===== src/rtl/gf180mcu_fd_sc_mcu7t5v0__xnor_cmp_pkg.sv =====
// gf180mcu_fd_sc_mcu7t5v0__xnor_cmp_pkg: shared constants, group-count helper and parameter legality rule
package gf180mcu_fd_sc_mcu7t5v0__xnor_cmp_pkg;
  localparam int PIPE_MIN = 1;
  localparam int PIPE_MAX = 2;
  function automatic int grp_cnt(input int width, input int grp);
    return width / grp;
  endfunction
  function automatic bit params_ok(input int width, input int pipe, input int grp, input int cnt_w);
    return width >= 2 && width <= 64 && pipe >= PIPE_MIN && pipe <= PIPE_MAX && cnt_w >= 1 &&
           (pipe == PIPE_MIN || (grp >= 1 && width % grp == 0));
  endfunction
endpackage


===== src/rtl/gf180mcu_fd_sc_mcu7t5v0__xnor_cmp_satcnt.sv =====
// gf180mcu_fd_sc_mcu7t5v0__xnor_cmp_satcnt: saturating counter with sync clear and async active-low reset
module gf180mcu_fd_sc_mcu7t5v0__xnor_cmp_satcnt #(
  parameter int CNT_W = 8
) (
  input  logic             clk,
  input  logic             rst_n,
  input  logic             clr,
  input  logic             inc,
  output logic [CNT_W-1:0] cnt
);
  // clear wins over increment; counting stops at all-ones
  always_ff @(posedge clk or negedge rst_n)
    if (!rst_n) cnt <= '0;
    else if (clr) cnt <= '0;
    else if (inc && cnt != '1) cnt <= cnt + 1'b1;
endmodule


===== src/rtl/gf180mcu_fd_sc_mcu7t5v0__xnor_cmp.sv =====
// gf180mcu_fd_sc_mcu7t5v0__xnor_cmp: pipelined XNOR compare with all-equal flag and mismatch tracking (optional mask via GF180MCU_FD_SC_MCU7T5V0_XNOR_CMP_MASK_EN)
module gf180mcu_fd_sc_mcu7t5v0__xnor_cmp
  import gf180mcu_fd_sc_mcu7t5v0__xnor_cmp_pkg::*;
#(
  parameter int WIDTH = 8,
  parameter int PIPE  = 1,
  parameter int GRP   = 4,
  parameter int CNT_W = 8
) (
  input  logic             CLK,
  input  logic             RN,
  input  logic             EN,
  input  logic             CLR,
  input  logic [WIDTH-1:0] A1,
  input  logic [WIDTH-1:0] A2,
`ifdef GF180MCU_FD_SC_MCU7T5V0_XNOR_CMP_MASK_EN
  input  logic [WIDTH-1:0] M,
`endif
  output logic [WIDTH-1:0] ZN,
  output logic             EQ,
  output logic             VLD,
  output logic             STICKY,
  output logic [CNT_W-1:0] MISCNT
);
  logic [WIDTH-1:0] mask, zn_c;
  logic             miss;
  if (!params_ok(WIDTH, PIPE, GRP, CNT_W)) begin : g_bad
    $error("gf180mcu_fd_sc_mcu7t5v0__xnor_cmp: illegal WIDTH/PIPE/GRP/CNT_W");
  end
`ifdef GF180MCU_FD_SC_MCU7T5V0_XNOR_CMP_MASK_EN
  assign mask = M;
`else
  assign mask = '0;
`endif
  assign zn_c = ~(A1 ^ A2) | mask;
  assign miss = VLD && !EQ;
  if (PIPE == PIPE_MIN) begin : g_p1
    // single stage: full reduction in the input cycle
    always_ff @(posedge CLK or negedge RN)
      if (!RN) begin
        ZN  <= '0;
        EQ  <= 1'b0;
        VLD <= 1'b0;
      end else begin
        VLD <= EN;
        if (EN) begin
          ZN <= zn_c;
          EQ <= &zn_c;
        end
      end
  end else begin : g_p2
    localparam int NG = grp_cnt(WIDTH, GRP);
    logic [NG-1:0]    grp_c, grp1;
    logic [WIDTH-1:0] zn1;
    logic             v1;
    for (genvar g = 0; g < NG; g++) begin : g_grp
      assign grp_c[g] = &zn_c[g*GRP +: GRP];
    end
    // stage 1 holds ZN and per-group ANDs, stage 2 finishes the reduction
    always_ff @(posedge CLK or negedge RN)
      if (!RN) begin
        zn1  <= '0;
        grp1 <= '0;
        v1   <= 1'b0;
        ZN   <= '0;
        EQ   <= 1'b0;
        VLD  <= 1'b0;
      end else begin
        v1  <= EN;
        VLD <= v1;
        if (EN) begin
          zn1  <= zn_c;
          grp1 <= grp_c;
        end
        if (v1) begin
          ZN <= zn1;
          EQ <= &grp1;
        end
      end
  end
  // sticky mismatch flag follows the presented result by one cycle; clear has priority
  always_ff @(posedge CLK or negedge RN)
    if (!RN) STICKY <= 1'b0;
    else if (CLR) STICKY <= 1'b0;
    else if (miss) STICKY <= 1'b1;
  gf180mcu_fd_sc_mcu7t5v0__xnor_cmp_satcnt #(.CNT_W(CNT_W)) u_cnt (
    .clk  (CLK),
    .rst_n(RN),
    .clr  (CLR),
    .inc  (miss),
    .cnt  (MISCNT)
  );
endmodule

===== config.mk =====
export PLATFORM = sky130hd
export DESIGN_NAME = gf180mcu_fd_sc_mcu7t5v0__xnor_cmp
export DESIGN_NICKNAME = d
export VERILOG_FILES = /design/src/rtl/gf180mcu_fd_sc_mcu7t5v0__xnor_cmp_pkg.sv /design/src/rtl/gf180mcu_fd_sc_mcu7t5v0__xnor_cmp_satcnt.sv /design/src/rtl/gf180mcu_fd_sc_mcu7t5v0__xnor_cmp.sv
export SDC_FILE = /design/constraint.sdc
export NUM_CORES = 1
export LEC_CHECK = 0
export ABC_AREA = 1
export BUFFER_PORTS_ARGS = -buffer_cell sky130_fd_sc_hd__buf_2
export CAP_MARGIN = 20
export CORE_UTILIZATION = 41
export DETAILED_ROUTE_END_ITERATION = 12
export GPL_TIMING_DRIVEN = 1
export PLACE_DENSITY = 0.79
export SLEW_MARGIN = 20
export SYNTH_ARGS = -nofsm -noshare
export SYNTH_HDL_FRONTEND = slang
export SYNTH_HIERARCHICAL = 1
export SYNTH_SLANG_ARGS = --single-unit
export TNS_END_PERCENT = 100

===== constraint.sdc =====
create_clock -name CLK -period 1.5 [get_ports CLK]
set_clock_uncertainty 0.15 [all_clocks]
set_input_delay 0 -clock CLK [delete_from_list [all_inputs] [get_ports CLK]]
set_output_delay 0 -clock CLK [all_outputs]
set_load 0.005 [all_outputs]

Word-level counts from Yosys, hierarchy flattened
Index checks and enable logic that the tools add are counted.
W data, S select, Z words.
{"block": "classes", "muxes": 4, "n_bitwise": 2, "add_sub_neg": 1, "n_eq_ne": 1, "n_reduce_logical": 6}
{"op": "$mux W8", "count": 2}
{"op": "$add A8 B1 Y8 const B", "count": 1}
{"op": "$ne A8 B8 Y1 const B", "count": 1}
{"op": "$not A8 Y8", "count": 1}
{"op": "$reduce_and A8 Y1", "count": 1}
{"op": "$xor A8 B8 Y8", "count": 1}
{"op": "$reduce_bool A2 Y1", "count": 2}
{"op": "$logic_and A1 B1 Y1", "count": 2}
{"op": "$mux W1", "count": 2}
{"op": "$logic_not A1 Y1", "count": 1}
{"block": "totals", "output_inout_bits": 19, "in_bits": 20, "register_bits": 19, "word_cells": 19}

Logic depth before layout (Yosys ltp)
{"block": "logic_depth", "word_depth": 5, "depth_mapped": 9, "depth_no_buf": 9}

By module
The synthesis kept the hierarchy.
{"module": "gf180mcu_fd_sc_mcu7t5v0__xnor_cmp", "instances": 1, "cells_per_inst": 69, "area_each_um2": 546.8, "seq_area_each_um2": 275.3}
{"module": "gf180mcu_fd_sc_mcu7t5v0__xnor_cmp_satcnt", "instances": 1, "cells_per_inst": 74, "area_each_um2": 511.7, "seq_area_each_um2": 200.2}

Worst setup path after synthesis
No wires, ideal clock.
{"block": "synth_timing", "path_type": "register -> register", "startpoint": "reg u_cnt.cnt[0]", "endpoint": "reg u_cnt.cnt[7]", "synth_period_minus_slack_ns": 1.423, "stages_incl_launch_ff": 8, "setup_ns": 0.113, "n_path_buf": 0, "slack_ns": 0.077, "required_ns": 1.237, "arrival_ns": 1.160, "path_cell_list": "dfrtp_1 > ha_1 > nand2_2 > nor2_2 > a21oi_1 > nand3_1 > nand2_1 > inv_1"}
{"block": "synth_between", "elab_chain_cells": 3, "elab_cells_between_ends": 6, "classes_between": "add/sub: 1; eq/ne: 1; mux: 2; reduce/logical: 2"}
{"element": "start, declared", "line": "gf180mcu_fd_sc_mcu7t5v0__xnor_cmp_satcnt.sv:9", "source": "output logic [CNT_W-1:0] cnt"}
{"element": "start signal, assigned", "line": "gf180mcu_fd_sc_mcu7t5v0__xnor_cmp_satcnt.sv:15", "source": "else if (inc && cnt != '1) cnt <= cnt + 1'b1;"}
{"element": "$add A8 B1 Y8 or $ne A8 B8 Y1 (tied branches)", "line": "gf180mcu_fd_sc_mcu7t5v0__xnor_cmp_satcnt.sv:15"}
{"element": "$mux W8 or $logic_and A1 B1 Y1 (tied branches)", "line": "gf180mcu_fd_sc_mcu7t5v0__xnor_cmp_satcnt.sv:15"}
{"element": "$mux W8 or $reduce_bool A2 Y1 (tied branches)"}
Several ways; a longest one is shown, not always the timed one. The select of a mux whose other input is x is not followed.
A chain may end at the register's enable or synchronous reset.

Final worst setup path
{"block": "layout_timing", "startpoint": "reg u_cnt.cnt[1]", "endpoint": "reg u_cnt.cnt[3]"}
The elaborated chain is that of the path after synthesis.

==> impl_metrics.py <==
metrics = {
    "power": {
        "p_sw_mw": 0.305,
        "pwr-share-seq_pct": 52.7,
        "p_per_area_nw_per_um2": 682,
        "irDropWorstVdd_mv": 0.574,
        "p_sw_share_pct": 28.0,
        "p_int_mw": 0.783,
        "comb_power_share_pct": 23.8,
        "pwr-share-clk_pct": 23.5,
        "p_leak_nw": 0.870,
    },
    "grt": {
        "grt_max_degree": 20,
        "antenna_found_initial": 0,
        "grt_pass1_wl_microns": 4220,
        "gr-usage-all-layers_pct": 21.0,
        "grt_overflow": 0,
        "grt_pass1_vias": 1055,
    },
    "drt": {
        "drt-initial-drc-count": 32,
        "drt-total-wl_microns": 2830,
        "wl_met1_microns": 1170,
        "drt-pass1-iter-count": 4,
        "wl_met3_microns": 118,
        "dr.max_layer_used": "met4",
        "via_per_inst": 4.69,
        "met2WireLength_microns": 1540,
        "vias": 1135,
        "ant_nets": 0,
        "drc_errors": 0,
        "wl_per_cell_microns": 11.7,
    },
    "placement": {
        "post-place-cells": 213,
        "dpl.hpwl_microns": 1770,
        "io_buffers": 38,
        "globalplace.congestion": 0.852,
    },
    "sta": {
        "hold_viol": 0,
        "final-max-slew-violation-count": 0,
        "setup_viol": 0,
        "period_minus_slack_ns": 1.47,
        "post-route-period-util_pct": 98.1,
        "setup_tns_ns": 0,
        "rsz0062_at_grt": "true",
        "relSlewSlack_pct": 72.1,
        "tightest_slew_ns": 0.419,
        "fmax_mhz": 679,
    },
    "logic_synthesis": {
        "synth_area_leaders": "dfrtp_1, nand2_1, inv_1",
        "netlist.top_cell.by_area": "dfrtp_1",
        "synthArstFlopShare_pct": 100,
        "synth_edf_count": 0,
        "synth-seq-area-share_pct": 44.9,
        "synth_top_area_share_pct": 44.9,
        "yosysMostFrequentCell": "nand2_1",
        "syn_nets": 164,
        "synth_cell_types": 20,
        "syn_area_sq_um": 1060,
        "ys_ff_latch": 19,
        "synth_flop_cell": "dfrtp_1",
        "netlist_instances": 143,
        "yosysWarnings": 6,
        "yosys-top-cells-count": "nand2_1, inv_1, dfrtp_1",
        "syn_area_per_cell_sq_um": 7.40,
    },
    "floorplanning": {
        "io_pins": 39,
        "coreArea_sq_um": 2450,
        "die_w_microns": 52.8,
        "initial_utilization_pct": 43.1,
        "die_h_microns": 52.8,
        "num_rows": 18,
        "die_area_sq_um": 2790,
    },
    "cells_and_area": {
        "final_core_util_pct": 65.0,
        "n_antenna_cell": 0,
        "finalNonFillerCells": 242,
        "nets": 234,
        "drive_gt1_share_pct": 29.7,
        "synthToLayoutAreaGrowth_pct": 50.8,
        "nFillCells": 216,
    },
    "cts": {
        "cts_max_level": 1,
        "cts.clk_slew.worst_paths_ns": 0.11,
        "cts_buffers": 3,
        "clock_latency_ns": 0.29,
        "cts_tree": "done",
        "ctsLongestPathBuffers": 2,
        "cts_root_buffer": "clkbuf_4",
        "cts.sinks": 19,
    },
    "critical_path": {
        "worst-setup-path-type": "flop to flop",
        "worst-path-buf-inv": 1,
        "reg2reg_from": "u_cnt/cnt[1]",
        "slowest_stage": "dfrtp_1",
        "worst_setup_path_start_kind": "flop",
        "r2r_end": "u_cnt/cnt[3]",
        "cp_top_family": "simple AND/OR/NAND/NOR gates",
        "crit_arrival_ns": 1.51,
        "critPathCaptureType": "flop",
        "cpMostUsedCell": "nand2_2",
        "reg2reg_slack_ns": 0.03,
        "crit_path_max_fanout": 6,
        "crit_chain": "ha_2, nand2_2, nor2_2, nand2_1, nand2_2, nand2_4, clkinv_4, nand2_2, nand2_2",
        "worstPathRequired_ns": 1.54,
        "slowest_delay_ns": 0.39,
        "reg2reg_depth": 9,
    },
    "job": {
        "cap_violations": 0,
    },
    "worst_hold_path": {
        "hp-class": "primary input to asynchronous set/reset pin",
    },
    "outcome": {
        "status": "completed",
    },
}
## power by group through the flow
stage | Clock, mW | Combinational (mW) | Sequential, mW
6_report | 0.256 | 0.259 | 0.573
3_3_place_gp | 0 | 0.195 | 0.583
4_1_cts | 0.265 | 0.253 | 0.573
5_1_grt | 0.291 | 0.287 | 0.580
3_5_place_dp | 0 | 0.201 | 0.581
2_1_floorplan | 0 | 0.0931 | 0.587
## through the flow
| stage | setup WS [ns] | hold slack (ns) | cell area, sq um | power [mW] |
|---|---|---|---|---|
| 2_1_floorplan | 0.0772 | -0.446 | 1060 | 0.680 |
| 3_3_place_gp | 0.0753 | -0.187 | 1300 | 0.778 |
| 3_5_place_dp | 0.0242 | -0.184 | 1300 | 0.782 |
| 4_1_cts | 0.00833 | 0.0242 | 1570 | 1.09 |
| 5_1_grt | -0.0234 | 0.0454 | 1600 | 1.16 |
| 6_report | 0.0280 | 0.0110 | 1600 | 1.09 |
## logic make-up after synthesis
kind of cell | synth area share, %
AOI/OAI and AO/OA | 8.39
buffers and inverters | 9.69
xor gates and xnor gates | 2.48
DFF | 44.9
adders and majority gates | 1.18
and+or+nand+nor | 33.3
## timing repair
item / 4_1_cts / 5_1_grt
setup endpoints to repair: 0 / 9
hold endpoints to repair: 36 / 1
setup buffers: 0 / 1
hold buffers: 24 / 1
resized for setup: 0 / 9
## worst register-to-register path: cells and delay by family (launching register included)
family / cells / cell delay [ns]
and+or+nand+nor: 7 / 0.54
adders and majority gates: 1 / 0.20
buffers and inverters: 1 / 0.10
DFF: 1 / 0.39
## layout make-up
class	instances	area (sq um)	share of cell area, %
Sequential cell	19	475	29.8
Clock buffer	3	22.5	1.41
Timing Repair Buffer	66	465	29.2
Multi-Input combinational cell	100	499	31.3
Clock inverter	1	5.00	0.313
Inverter	23	91.3	5.72
Tap cell	30	37.5	2.35
## state kept, by name, indices dropped and copies added (netlist names)
register and count:
ZN 8, VLD 1, STICKY 1, u_cnt/cnt 8
EQ 1
## worst max path at each step
| stage | startpoint | endpoint | cells past startpoint |
|---|---|---|---|
| 4_1_cts | A1[4] | EQ | 7 |
| 5_1_grt | u_cnt/cnt[1] | u_cnt/cnt[3] | 9 |
| 6_report | u_cnt/cnt[1] | u_cnt/cnt[3] | 9 |
| 3_3_place_gp | u_cnt/cnt[0] | u_cnt/cnt[7] | 7 |
| 3_5_place_dp | u_cnt/cnt[0] | u_cnt/cnt[7] | 7 |
| 2_1_floorplan | u_cnt/cnt[0] | u_cnt/cnt[7] | 7 |
## cells in the final DEF, fill, tap and decap left out, types with 7 or more instances in the layout
| cell type | instances |
|---|---|
| nor2_1 | 14 |
| inv_1 | 21 |
| dlygate4sd3_1 | 23 |
| dfrtp_1 | 19 |
| buf_2 | 37 |
| nand3_1 | 10 |
| nand2_2 | 7 |
| nand2_1 | 43 |
## layer usage
metal | track usage, % | up-vias
met2 | 40.9 | 40
met4 | 6.14 | 0
li1 | - | 582
met5 | 0 | -
met3 | 2.61 | 2
met1 | 23.2 | 511
(Power assumes the default switching activity.)
